$ cat src/rtl/spi_reg_master.sv
// Mode-0 SPI controller: one two-byte frame (command, then data) per accepted start.
// Define SPI_REG_MASTER_ABORT_EN to add the abort input and the aborted flag.
module spi_reg_master #(
    parameter int unsigned ADDR_W  = 3,
    parameter int unsigned REG_W   = 8,
    parameter int unsigned CLK_DIV = 4,
    parameter int unsigned IBG     = 8
) (
    input  logic              clk,
    input  logic              rst,
    input  logic              ena,
    input  logic              start,
    input  logic              rw,
    input  logic [1:0]        txn_width,
    input  logic [ADDR_W-1:0] addr,
    input  logic [REG_W-1:0]  wdata,
`ifdef SPI_REG_MASTER_ABORT_EN
    input  logic              abort,
    output logic              aborted,
`endif
    output logic              busy,
    output logic              done,
    output logic [REG_W-1:0]  rdata,
    output logic [REG_W-1:0]  status,
    output logic              spi_clk,
    output logic              spi_mosi,
    output logic              spi_cs_n,
    input  logic              spi_miso
);

    localparam int unsigned FRAME_W = 2 * REG_W;
    localparam int unsigned CNT_MAX = (CLK_DIV > IBG) ? CLK_DIV : IBG;
    localparam int unsigned CNT_W   = (CNT_MAX > 1) ? $clog2(CNT_MAX) : 1;
    localparam int unsigned BIT_W   = $clog2(REG_W + 1);

    typedef enum logic [2:0] {
        StIdle, StSetup, StShift0, StGap, StShift1, StHold, StCsIdle
    } state_e;

    state_e               state_q, state_d;
    logic [CNT_W-1:0]     cnt_q, cnt_d;
    logic [BIT_W-1:0]     bit_q, bit_d;
    logic                 sclk_q, sclk_d;
    logic                 cs_n_q, cs_n_d;
    logic [FRAME_W-1:0]   tx_q, tx_d;
    logic [FRAME_W-1:0]   rx_q, rx_d;
    logic [REG_W-1:0]     rdata_q, rdata_d;
    logic [REG_W-1:0]     status_q, status_d;
    logic                 wr_q, wr_d;
    logic                 aborted_q, aborted_d;
    logic [REG_W-1:0]     cmd;
    logic                 half_end;

    always_comb begin
        cmd                 = '0;
        cmd[REG_W-1]        = rw;
        cmd[REG_W-2 -: 2]   = txn_width;
        cmd[ADDR_W-1:0]     = addr;
    end

    assign half_end = (cnt_q == CNT_W'(CLK_DIV - 1));

    always_comb begin
        state_d   = state_q;
        cnt_d     = cnt_q;
        bit_d     = bit_q;
        sclk_d    = sclk_q;
        cs_n_d    = cs_n_q;
        tx_d      = tx_q;
        rx_d      = rx_q;
        rdata_d   = rdata_q;
        status_d  = status_q;
        wr_d      = wr_q;
        aborted_d = aborted_q;
        done      = 1'b0;
        if (ena) begin
            cnt_d = cnt_q + 1'b1;
            unique case (state_q)
                StIdle: begin
                    cnt_d = '0;
                    if (start) begin
                        state_d   = StSetup;
                        cs_n_d    = 1'b0;
                        tx_d      = {cmd, rw ? wdata : {REG_W{1'b0}}};
                        wr_d      = rw;
                        aborted_d = 1'b0;
                    end
                end
                StSetup: begin
                    if (half_end) begin
                        state_d = StShift0;
                        cnt_d   = '0;
                        sclk_d  = 1'b1;
                        rx_d    = {rx_q[FRAME_W-2:0], spi_miso};
                    end
                end
                StShift0, StShift1: begin
                    if (half_end) begin
                        cnt_d = '0;
                        if (sclk_q) begin
                            sclk_d = 1'b0;
                            bit_d  = bit_q + 1'b1;
                            // Last bit of a byte keeps MOSI steady until the byte ends.
                            if (bit_q != BIT_W'(REG_W - 1)) begin
                                tx_d = tx_q << 1;
                            end
                        end else if (bit_q == BIT_W'(REG_W)) begin
                            bit_d = '0;
                            if (state_q == StShift0) begin
                                state_d = StGap;
                                tx_d    = tx_q << 1;
                            end else begin
                                state_d = StHold;
                            end
                        end else begin
                            sclk_d = 1'b1;
                            rx_d   = {rx_q[FRAME_W-2:0], spi_miso};
                        end
                    end
                end
                StGap: begin
                    if (cnt_q == CNT_W'(IBG - 1)) begin
                        state_d = StShift1;
                        cnt_d   = '0;
                        sclk_d  = 1'b1;
                        rx_d    = {rx_q[FRAME_W-2:0], spi_miso};
                    end
                end
                StHold: begin
                    if (half_end) begin
                        state_d = StCsIdle;
                        cnt_d   = '0;
                        cs_n_d  = 1'b1;
                    end
                end
                StCsIdle: begin
                    if (half_end) begin
                        state_d = StIdle;
                        cnt_d   = '0;
                        done    = 1'b1;
                        if (!aborted_q) begin
                            status_d = rx_q[FRAME_W-1 -: REG_W];
                            if (!wr_q) begin
                                rdata_d = rx_q[REG_W-1:0];
                            end
                        end
                    end
                end
                default: state_d = StIdle;
            endcase
`ifdef SPI_REG_MASTER_ABORT_EN
            if (abort && (state_q inside {StSetup, StShift0, StGap, StShift1})) begin
                state_d   = StHold;
                cnt_d     = '0;
                bit_d     = '0;
                sclk_d    = 1'b0;
                aborted_d = 1'b1;
            end
`endif
        end
    end

    always_ff @(posedge clk or posedge rst) begin
        if (rst) begin
            state_q   <= StIdle;
            cnt_q     <= '0;
            bit_q     <= '0;
            sclk_q    <= 1'b0;
            cs_n_q    <= 1'b1;
            tx_q      <= '0;
            rx_q      <= '0;
            rdata_q   <= '0;
            status_q  <= '0;
            wr_q      <= 1'b0;
            aborted_q <= 1'b0;
        end else begin
            state_q   <= state_d;
            cnt_q     <= cnt_d;
            bit_q     <= bit_d;
            sclk_q    <= sclk_d;
            cs_n_q    <= cs_n_d;
            tx_q      <= tx_d;
            rx_q      <= rx_d;
            rdata_q   <= rdata_d;
            status_q  <= status_d;
            wr_q      <= wr_d;
            aborted_q <= aborted_d;
        end
    end

    assign busy     = (state_q != StIdle);
    assign rdata    = rdata_q;
    assign status   = status_q;
    assign spi_clk  = sclk_q;
    assign spi_cs_n = cs_n_q;
    assign spi_mosi = tx_q[FRAME_W-1];
`ifdef SPI_REG_MASTER_ABORT_EN
    assign aborted  = aborted_q;
`endif

endmodule
$ cat config.mk
export PLATFORM = sky130hd
export DESIGN_NAME = spi_reg_master
export DESIGN_NICKNAME = d
export VERILOG_FILES = /design/src/rtl/spi_reg_master.sv
export SDC_FILE = /design/constraint.sdc
export NUM_CORES = 1
export LEC_CHECK = 0
export CAP_MARGIN = 10
export CORE_MARGIN = 2
export CORE_UTILIZATION = 45
export DETAILED_ROUTE_END_ITERATION = 7
export HOLD_SLACK_MARGIN = 0.1
export PLACE_DENSITY = 0.68
export SLEW_MARGIN = 20
export SYNTH_ARGS = -nofsm -noshare
export SYNTH_HDL_FRONTEND = slang
export SYNTH_SLANG_ARGS = --single-unit
$ cat constraint.sdc
create_clock -name clk -period 2 [get_ports clk]
set_input_delay 0.2 -clock clk [delete_from_list [all_inputs] [get_ports clk]]
set_output_delay 0.2 -clock clk [all_outputs]
set_load 0.05 [all_outputs]
==> After elaboration in Yosys (flattened, before gate mapping) <==
Index checks and enable logic that the tools add are counted.
Widths: inputs -> output; s select.
{ "op_classes": {"add_sub_neg": 2, "eq_ne": 22, "mux": 40, "bitwise_logic": 1, "n_reduce_logical": 17} }
{ "ops": {"columns": ["cell", "count"], "rows": [
  ["$mux 16", 11],
  ["$pmux 16 s3", 1],
  ["$mux 3", 11],
  ["$pmux 16 s2", 1],
  ["$ne 2x2->1 const B", 9],
  ["$pmux 3 s6", 1],
  ["$reduce_and 7->1", 2],
  ["$eq 3x3->1 const B", 4],
  ["$reduce_and 4->1", 3],
  ["$eq 3x2->1 const B", 3],
  ["$mux 1", 9],
  ["$ne 3x3->1 const B", 3],
  ["$pmux 3 s3", 1],
  ["$reduce_and 9->1", 1],
  ["$mux 4", 2],
  ["$mux 8", 1],
  ["$reduce_and 3->1", 2],
  ["$reduce_bool 2->1", 3],
  ["$reduce_bool 3->1", 2],
  ["$reduce_and 5->1", 1],
  ["$reduce_or 5->1", 1],
  ["$add 4x1->4 const B", 1],
  ["$eq 4x4->1 const B", 1],
  ["$ne 4x3->1 const B", 1],
  ["other kinds (7)", 7]
]} }
{ "word_totals": {"register_bits": 61, "output_inout_bits": 21} }

==> Logic depth before layout (Yosys ltp) <==
Gate-level depths: netlist of run 1.
{ "logic_depth": {"word_depth": 6, "ltp_mapped": 8} }

==> Worst setup path before layout of run 1 <==
Ideal clock, no wire load.
{ "synth_path": {"path_kind": "register to register", "start": "register state_q[0]", "end": "register rx_q[0]", "setup_ps": 125, "arrival_ps": 1902, "setup_slack_ps": -27, "path_stages_with_launch": 9, "n_path_buf": 1, "period_less_slack_ps": 2027, "path_cell_list": "dfrtp_1 > inv_1 > ha_1 > mux2_4 > a21boi_4 > o31ai_1 > o21bai_4 > buf_6 > mux2_4"} }
{ "synth_between": {"elab_chain_cells": 4, "elab_cells_between_ends": 13} }
{ "synth_lines": {"columns": ["item", "line", "rtl"], "rows": [
  ["start: declaration", "40", "state_e state_q, state_d;"],
  ["start signal: assignment", "165", "state_q <= StIdle;"],
  ["start signal: assignment", "177", "state_q <= state_d;"],
  ["$eq 3x2->1 or $eq 3x3->1 (tied branches)", "78", "unique case (state_q)"],
  ["$reduce_or 2->1", "78", null],
  ["$ne 2x2->1 (no line) or $reduce_bool 3->1 (tied branches)", null, null],
  ["$reduce_and 7->1 (no line)", null, null],
  ["end signal: assignment", "183", "rx_q <= rx_d;"],
  ["end: declaration", "46", "logic [FRAME_W-1:0] rx_q, rx_d;"]
]} }
Several ways; a longest one is shown, not always the timed one.
A chain may end at the register's enable or synchronous reset.

==> Worst setup path in the final report of run 1 <==
{ "layout_path": {"start": "register cnt_q[0]", "end": "register rx_q[2]"} }
{ "layout_between": {"elab_chain_cells": 3, "elab_cells_between_ends": 6} }
{ "layout_lines": {"columns": ["item", "line", "rtl"], "rows": [
  ["start: declaration", "41", "logic [CNT_W-1:0] cnt_q, cnt_d;"],
  ["start signal: assignment", "178", "cnt_q <= cnt_d;"],
  ["$eq 3x3->1 or $eq 3x2->1 (tied branches)", "122, 61", null],
  ["$ne 2x2->1 (no line)", null, null],
  ["$reduce_and 7->1 (no line) (*)", null, null]
]} }
Mark *: on every way between the ends. The rest lies on a longest branch, timed or not.

==> results of run 1 <==
## cells by family after synthesis
| family | count (synthesis) | synth area share, % |
|---|---|---|
| and+or+nand+nor | 104 | 15.3 |
| DFF | 61 | 50.3 |
| muxes | 45 | 18.2 |
| AOI/OAI and AO/OA | 37 | 8.04 |
| buffers and inverters | 24 | 3.59 |
| adders and majority gates | 11 | 4.53 |
## synth_stat cells, types with 2 or more instances
| master | count | share of area [%] |
|---|---|---|
| inv_1 | 13 | 1.6 |
| nor3_1 | 3 | 0.49 |
| clkbuf_1 | 3 | 0.37 |
| mux2i_1 | 2 | 0.66 |
| nand2_1 | 71 | 8.8 |
| nor2_1 | 8 | 0.99 |
| mux2_4 | 10 | 4.9 |
| nor2b_1 | 4 | 0.82 |
| buf_6 | 2 | 0.74 |
| a31oi_1 | 2 | 0.41 |
| a21oi_1 | 6 | 0.99 |
| nand4_1 | 3 | 0.62 |
| nor3b_1 | 2 | 0.49 |
| buf_2 | 3 | 0.49 |
| mux2_2 | 32 | 12 |
| nand2b_1 | 4 | 0.82 |
| buf_1 | 2 | 0.25 |
| ha_1 | 11 | 4.5 |
| o31ai_1 | 2 | 0.49 |
| dfrtp_1 | 60 | 49 |
| o21ai_0 | 18 | 3.0 |
## worst max-delay path by stage
stage / endpoint / slack (ns) / cells after the start
4_1_cts: rx_q[2] / 0.005 / 7
3_3_place_gp: rx_q[14] / -0.09 / 6
6_report: rx_q[2] / 0.0009 / 6
2_1_floorplan: state_q[2] / 0.002 / 8
3_5_place_dp: rx_q[12] / -0.10 / 6
5_1_grt: rx_q[2] / -0.07 / 6
## per-layer routing
layer,global-route usage [%],up-vias,share of wire (%)
met4,4.33,0,1.2
met1,23.5,1122,44
met2,31.4,51,50
met3,7.03,9,4.8
li1,-,1104,-
met5,0,-,0
## repair_timing
action                                  in CTS  in global routing
buffers inserted                             2                  8
gates resized for setup                     16                 16
endpoints found under the setup margin      19                 35
gates cloned                                 2                  0
pin swaps                                    2                  4
## per-stage QoR
step,util (%),std cells
2_1_floorplan,-,282
3_3_place_gp,57.0,408
3_5_place_dp,57.0,408
4_1_cts,61.7,428
5_1_grt,64.0,436
6_report,64.0,436
## power by group
| group | switching (mW) | internal [mW] | leakage [nW] |
|---|---|---|---|
| Combinational | 1.41 | 1.40 | 1.05 |
| Clock | 0.472 | 0.606 | 0.0964 |
| Sequential | 0.288 | 1.58 | 0.802 |
| Total | 2.17 | 3.59 | 1.94 |
## state kept, by name, indices dropped and copies added, names as in the netlist
name and cells:
cnt_q 3, tx_q 16, bit_q 4, spi_cs_n 1, rx_q 16, state_q 3
status 8, wr_q 1, rdata 8, spi_clk 1
## cell type report
type | count | area share (%)
inverters | 14 | 1.43
clock inverters | 4 | 1.16
flip-flops and latches | 61 | 37.2
multi-input cells | 199 | 38.1
repair buffers | 69 | 16.2
clock buffers | 12 | 3.53
well taps | 77 | 2.34
==> impl_metrics.ini, run 1 <==
[floorplan]
core_area_um2 = 6420
die_area_um2 = 7420
initial_utilization_pct = 47.3
rows = 29
top_level_ports = 40
die_w_um = 86.1
die_h_um = 86.1

[timing]
skew_ns = 0.00447
min_period_ns = 2.00
period_share_pct = 100
max_slew_margin_pct = 62.7
timing.hold.ws_ns = 0.150
hold_viol_final = 0
drv_slew = 0
worstMarginPinSlew_ns = 0.556
fin_ws_ns = 0.000940
fmax_mhz = 500
rsz0062_at_grt = yes
setup_violations = 0
fin_setup_tns_ns = 0

[pwr]
peakVddDrop_mv = 0.720
power_density_nw_per_um2 = 1400
leakagePower_nw = 1.94
power.total_mw = 5.76

[synthesis]
yosys.cell_types.count = 42
yosysWarnings = 0
synthesis.nets = 312
syn_avg_cell_area_um2 = 10.8
ys.flop_type = dfrtp_1
synth_edf_count = 0
netlist_area_um2 = 3040
synthCells = 282
synth_seq_cells = 61
seq_area_frac_synth_pct = 50.3
synth-async-reset-ratio_pct = 100

[setup_path]
cpPeakStageDelay_ns = 0.39
path_class = register to register
path_cells = ha_1 -> nand2b_1 -> a21oi_2 -> o31ai_4 -> o21bai_4 -> mux2_4
startpoint = cnt_q[0]
critPathSlowestCell = dfrtp_1
arrival_ns = 2.22
worst-path-buf-inv = 0
worstPathRequired_ns = 2.22
path_max_fanout = 8
timing.rr.start = cnt_q[0]
reg2regPathDepth = 6
crit_path_end_kind = register
reg2reg_to = rx_q[2]
start_kind = register
r2r_slack_ns = 0.0009
crit_family = compound AO/OA/AOI/OAI gates

[place]
hpwl_um = 4380
post_dp_cell_area_um2 = 3660
place_ws_ns = -0.102
gp_congestion = 0.906
io_buffers = 39

[cts]
clock-root-buffer = clkbuf_8
clk_pin_slew_ns = 0.07
insertion_delay_ns = 0.34
cts_max_level = 3
clock_sinks = 61
hold_buffers = 0
clock_path_buffers = 2
cts_tree = built
cts_buffers = 9

[route]
vias = 2286
firstDrtPassIters = 4
routed_wl_um = 6660
wl_per_cell_um = 15.3
ant_nets = 0
viasPerCell = 5.24
drt_iter0_drc = 106
drc_errors = 0

[cells_and_area]
layout.nets = 384
final_cell_mix = nand2_1, dfrtp_1, clkdlybuf4s50_1
seqCellArea_um2 = 1530
num_antenna_cells = 0
design_area_um2 = 4110
multiInputGateArea_um2 = 1570
drive_gt1_share_pct = 31.5
areaGrowthSynthToFinish_pct = 35.4
n_fill_cell = 537
final_common_cell = nand2_1

[outcome]
status = completed

[job]
maxCapViolations = 0

[grt]
track_usage_pct = 18.9
gr-total-overflow = 0
antenna_found_initial = 0
grt_max_degree = 27
grt_pass1_vias = 2321
grt_pass1_wl_um = 11000

[hold_path]
min_path_type = primary input to asynchronous set/reset pin
(Power assumes the default switching activity.)
==> inputs of run 2 (changes only) <==
--- a/config.mk
+++ b/config.mk
@@ -6,9 +6,10 @@
 export NUM_CORES = 1
 export LEC_CHECK = 0
 export CAP_MARGIN = 10
-export CORE_MARGIN = 2
+export CORE_MARGIN = 8
 export CORE_UTILIZATION = 45
 export DETAILED_ROUTE_END_ITERATION = 7
+export GPL_TIMING_DRIVEN = 0
 export HOLD_SLACK_MARGIN = 0.1
 export PLACE_DENSITY = 0.68
 export SLEW_MARGIN = 20
==> run 2 against run 1 <==
Clock skew grew 0.0047 ns. The run now ends with setup timing left. Register-to-register slack lost 0.09 ns. Die area grew 30%. Maximum frequency shrank 4.1%. Cell area shrank 0.52%. Critical endpoint is now rx_q[7].
==> impl_metrics.ini, run 2 (synthesis gave the netlist of run 1 again) <==
[grt]
antenna_found_initial = 0
gr-total-overflow = 0
grt_pass1_vias = 2373
track_usage_pct = 14.4
grt_max_degree = 40
grt_pass1_wl_um = 11100

[setup_path]
cp_common_cell = buf_4
arrival_ns = 2.32
path_cells = buf_4 -> buf_4 -> ha_4 -> nor2_1 -> o31ai_4 -> o21bai_4 -> clkbuf_16 -> mux2_4
path_class = register to register
worstPathRequired_ns = 2.24
r2r_slack_ns = -0.08
start_kind = register
path_max_fanout = 6
crit_path_end_kind = register
critPathSlowestCell = dfrtp_1
cpPeakStageDelay_ns = 0.41

[cts]
clk_pin_slew_ns = 0.08
clock_path_buffers = 2
cts_tree = built
cts_max_level = 3
cts_buffers = 9
clock-root-buffer = clkbuf_8
insertion_delay_ns = 0.35
clock_sinks = 61

[route]
drc_errors = 0
viasPerCell = 5.18
routed_wl_um = 6740
vias = 2262
ant_nets = 0
firstDrtPassIters = 4
drt_iter0_drc = 81
wl_per_cell_um = 15.4

[cells_and_area]
areaGrowthSynthToFinish_pct = 34.7
num_antenna_cells = 0
final_cell_mix = nand2_1, dfrtp_1, clkdlybuf4s50_1
final_util_pct = 61.5
design_area_um2 = 4090
drive_gt1_share_pct = 31.4
layout.nets = 382
top_regs = rx_q x16, tx_q x16
final_common_cell = nand2_1
final_cells = 437

[timing]
worstMarginPinSlew_ns = 0.531
fin_setup_tns_ns = -0.708
rsz0062_at_grt = yes
drv_slew = 0
period_share_pct = 104
min_period_ns = 2.08
skew_ns = 0.00921
setup_violations = 19
max_slew_margin_pct = 64.5
fmax_mhz = 480
hold_viol_final = 0
fin_ws_ns = -0.0842
timing.hold.ws_ns = 0.152

[pwr]
internal_power_mw = 3.74
peakVddDrop_mv = 0.728
power_frac_comb_pct = 47.7
pwr-share-clk_pct = 21.3
power.total_mw = 5.91
p_sw_share_pct = 36.7
power_density_nw_per_um2 = 1450
leakagePower_nw = 1.94
p_switching_mw = 2.17
seqPwrFrac_pct = 31.0

[place]
place_ws_ns = -1.01
placed_cells = 401
gp_congestion = 0.794
hpwl_um = 4190
io_buffers = 38
post_dp_cell_area_um2 = 3540

[floorplan]
core_area_um2 = 6640
initial_utilization_pct = 45.7
die_area_um2 = 9630
rows = 30
top_level_ports = 40
die_w_um = 98.1
die_h_um = 98.1

[hold_path]
min_path_type = primary input to asynchronous set/reset pin

[outcome]
status = finished with violations
violations = setup timing

[job]
maxCapViolations = 0
[run 2: cell count changes in the layout (fill, tap and decap cells not counted), moves of 2 or more]
cell,previous run,this run
mux2_4,13,11
ha_4,6,4
clkbuf_2,0,2
mux2_2,29,31
buf_4,26,14
nor3_1,1,3
buf_6,2,9
ha_2,0,3
buf_12,4,1
buf_1,0,2
clkinv_2,3,1
[run 2: per-layer routing]
| metal | routed length, µm | up-vias | track usage, % |
|---|---|---|---|
| li1 | - | 1096 | - |
| met1 | 2930 | 1105 | 16.6 |
| met2 | 3340 | 47 | 23.4 |
| met3 | 338 | 14 | 5.19 |
| met4 | 133 | 0 | 6.49 |
| met5 | 0 | - | 0 |
[run 2: critical path: cells and delay by family, from the launching register on]
family,cells,cell delay (ns)
AO/OA/AOI/OAI,2,0.34
adder cells (fa/ha/maj),1,0.18
buffers and inverters,3,0.49
flip-flops,1,0.41
multiplexers,1,0.29
AND/OR/NAND/NOR,1,0.27
[run 2: cell type report]
type	instances	area [µm²]
tap	80	100
multi-input combinational	197	1510
inverter	14	57.6
clock buffer	11	141
buffer	10	75.1
clock inverter	5	82.6
sequential	61	1530
fill	527	2550
timing repair buffer	59	589
[run 2: repair_timing]
action,CTS,global route
gates cloned,0,1
setup endpoints to repair,56,47
resized for setup,29,20
hold buffers,0,0
setup buffers,11,8
pin swaps,5,6
[run 2: path summary, 6_finish.rpt]
check	start	endpoint	cells past startpoint
min	rst	rdata[4]	2
max	state_q[0]	rx_q[7]	8
min in group clk	rw	wr_q	2
max in group asynchronous	rst	tx_q[15]	3
min reg2reg	rx_q[15]	status[7]	2
max reg2reg	state_q[0]	rx_q[7]	8
[run 2: power by group through the flow]
stage               clock network, mW  logic, mW  registers, mW
global placement                    0       2.18           1.82
finish                           1.26       2.82           1.83
global route                     1.34       3.06           1.88
floorplan                           0       1.61           1.94
CTS                              1.27       2.48           1.82
detailed placement                  0       2.23           1.82
==> inputs of run 3 (changes only) <==
--- a/config.mk
+++ b/config.mk
@@ -6,12 +6,15 @@
 export NUM_CORES = 1
 export LEC_CHECK = 0
 export CAP_MARGIN = 10
+export CELL_PAD_IN_SITES_DETAIL_PLACEMENT = 1
+export CELL_PAD_IN_SITES_GLOBAL_PLACEMENT = 1
 export CORE_MARGIN = 8
-export CORE_UTILIZATION = 45
+export CORE_UTILIZATION = 39
 export DETAILED_ROUTE_END_ITERATION = 7
 export GPL_TIMING_DRIVEN = 0
 export HOLD_SLACK_MARGIN = 0.1
-export PLACE_DENSITY = 0.68
+export PLACE_DENSITY = 0.74
+export RECOVER_POWER = 100
 export SLEW_MARGIN = 20
 export SYNTH_ARGS = -nofsm -noshare
 export SYNTH_HDL_FRONTEND = slang
==> run 3 against run 2 <==
The flow still finishes with violations (setup timing). Hold slack better by 0.30 ns. Largest power group unchanged. Global-route usage decreased by 0.11 points. Critical endpoint is now state_q[0]. Clock power shrank 21%. Combinational power up 8.2%. Clock skew about the same. Routed wire length up 17%. Worst setup slack worse by 0.017 ns. Via count rose by 2.3%. Core utilization is 7.5 points lower.
==> impl_metrics.ini, run 3 (synthesis gave the netlist of run 1 again) <==
[setup_path]
arrival_ns = 2.36
r2r_slack_ns = -0.10
endpoint = state_q[0]
path_class = register to register
start_kind = register
reg2reg_to = state_q[0]
timing.rr.start = state_q[1]
crit_path_end_kind = register
path_max_fanout = 5
startpoint = state_q[1]
reg2regPathDepth = 9
worstPathRequired_ns = 2.26

[place]
post_dp_cell_area_um2 = 3570
hpwl_um = 4800
placed_cells = 423
gp_congestion = 0.758
io_buffers = 38

[cells_and_area]
areaGrowthSynthToFinish_pct = 36.2
top_regs = rx_q x16, tx_q x16
drive_gt1_share_pct = 32.4
final_common_cell = nand2_1
layout.nets = 389
final_cell_mix = nand2_1, dfrtp_1, clkdlybuf4s50_1
num_antenna_cells = 0
final_cells = 466
design_area_um2 = 4130
final_util_pct = 54.1
n_fill_cell = 825

[route]
ant_nets = 0
routed_wl_um = 7890
vias = 2313
firstDrtPassIters = 4
drt_iter0_drc = 78
wl_per_cell_um = 16.9
drc_errors = 0
viasPerCell = 4.96

[timing]
max_slew_margin_pct = 47.2
fin_setup_tns_ns = -0.887
setup_violations = 26
period_share_pct = 105
skew_ns = 0.00872
min_period_ns = 2.10
timing.hold.ws_ns = 0.455
rsz0062_at_grt = yes
hold_viol_final = 0
fin_ws_ns = -0.101
fmax_mhz = 476
drv_slew = 0
worstMarginPinSlew_ns = 0.792

[pwr]
p_sw_share_pct = 38.8
power_frac_comb_pct = 52.0
pwr-share-clk_pct = 16.9
power_density_nw_per_um2 = 1420
seqPwrFrac_pct = 31.2
leakagePower_nw = 1.95
p_switching_mw = 2.27
internal_power_mw = 3.59
peakVddDrop_mv = 0.694

[floorplan]
die_h_um = 104
core_area_um2 = 7650
die_w_um = 104
rows = 32
initial_utilization_pct = 39.7
die_area_um2 = 10900
top_level_ports = 40

[cts]
cts_buffers = 9
cts_max_level = 3
clock_sinks = 61
clk_pin_slew_ns = 0.07
clock_path_buffers = 2
cts_tree = built
insertion_delay_ns = 0.35
clock-root-buffer = clkbuf_8

[hold_path]
min_path_type = primary input to register
holdPathStages = 2

[grt]
antenna_found_initial = 0
gr-total-overflow = 0
grt_pass1_wl_um = 12500
track_usage_pct = 14.3
grt_max_degree = 58
grt_pass1_vias = 2514

[outcome]
violations = setup timing
status = finished with violations

[job]
maxCapViolations = 0
==> run 3: timing repair <==
| action | 4_1_cts | 5_1_grt |
|---|---|---|
| pin swaps | 6 | 7 |
| hold buffers | 1 | 0 |
| setup endpoints to repair | 58 | 44 |
| cloned | 0 | 1 |
| setup buffers | 14 | 12 |
| endpoints found under the hold margin | 4 | 0 |
| resized for setup | 36 | 20 |
==> run 3: how the worst min path moves through the flow <==
stage                   from   endpoint  slack (ns)
floorplan           spi_miso    rx_q[0]        0.35
global route        spi_miso    rx_q[0]        0.48
detailed placement       rst  status[4]        0.45
CTS                 spi_miso    rx_q[0]        0.47
global placement    spi_cs_n   spi_cs_n        0.45
finish                    rw       wr_q        0.45
==> run 3: area by class of cell <==
cell class	count	area [µm²]	area share [%]
Sequential cell	61	1530	37.0
Multi-Input combinational cell	197	1520	36.7
Timing Repair Buffer	67	654	15.8
Clock buffer	13	149	3.60
Tap cell	102	128	3.09
Buffer	9	81.3	1.97
Inverter	14	55.1	1.33
Clock inverter	3	21.3	0.515
==> run 3: metal layers <==
| metal | up-vias | global-route usage, % | part of all wire [%] |
|---|---|---|---|
| met4 | 0 | 6.93 | 2.2 |
| met2 | 46 | 23.4 | 51 |
| met5 | - | 0 | 0 |
| met3 | 14 | 4.40 | 4.1 |
| met1 | 1143 | 16.6 | 43 |
| li1 | 1110 | - | - |
==> run 3: worst max-delay path, stage by stage (launching register included) <==
cell and delay (ns):
dfrtp_1 0.42, inv_2 0.10, ha_4 0.19, buf_8 0.13, mux2_4 0.27, a221oi_2 0.33
o311a_4 0.27, buf_6 0.11, nor2_1 0.04, a31oi_1 0.16
==> run 3: power by group through the flow <==
stage	clock (mW)	combinational [mW]	sequential, mW
2_1_floorplan	0	1.61	1.94
3_3_place_gp	0	2.20	1.82
3_5_place_dp	0	2.30	1.84
4_1_cts	1.01	2.66	1.82
5_1_grt	1.07	3.32	1.87
6_report	0.992	3.05	1.83
==> run 3: through the flow <==
step                power (mW)  setup WS, ns
floorplan                 3.54       0.00155
global placement          4.03         -1.05
detailed placement        4.13         -1.06
CTS                       5.50       -0.0160
global route              6.27        -0.205
finish                    5.87        -0.101
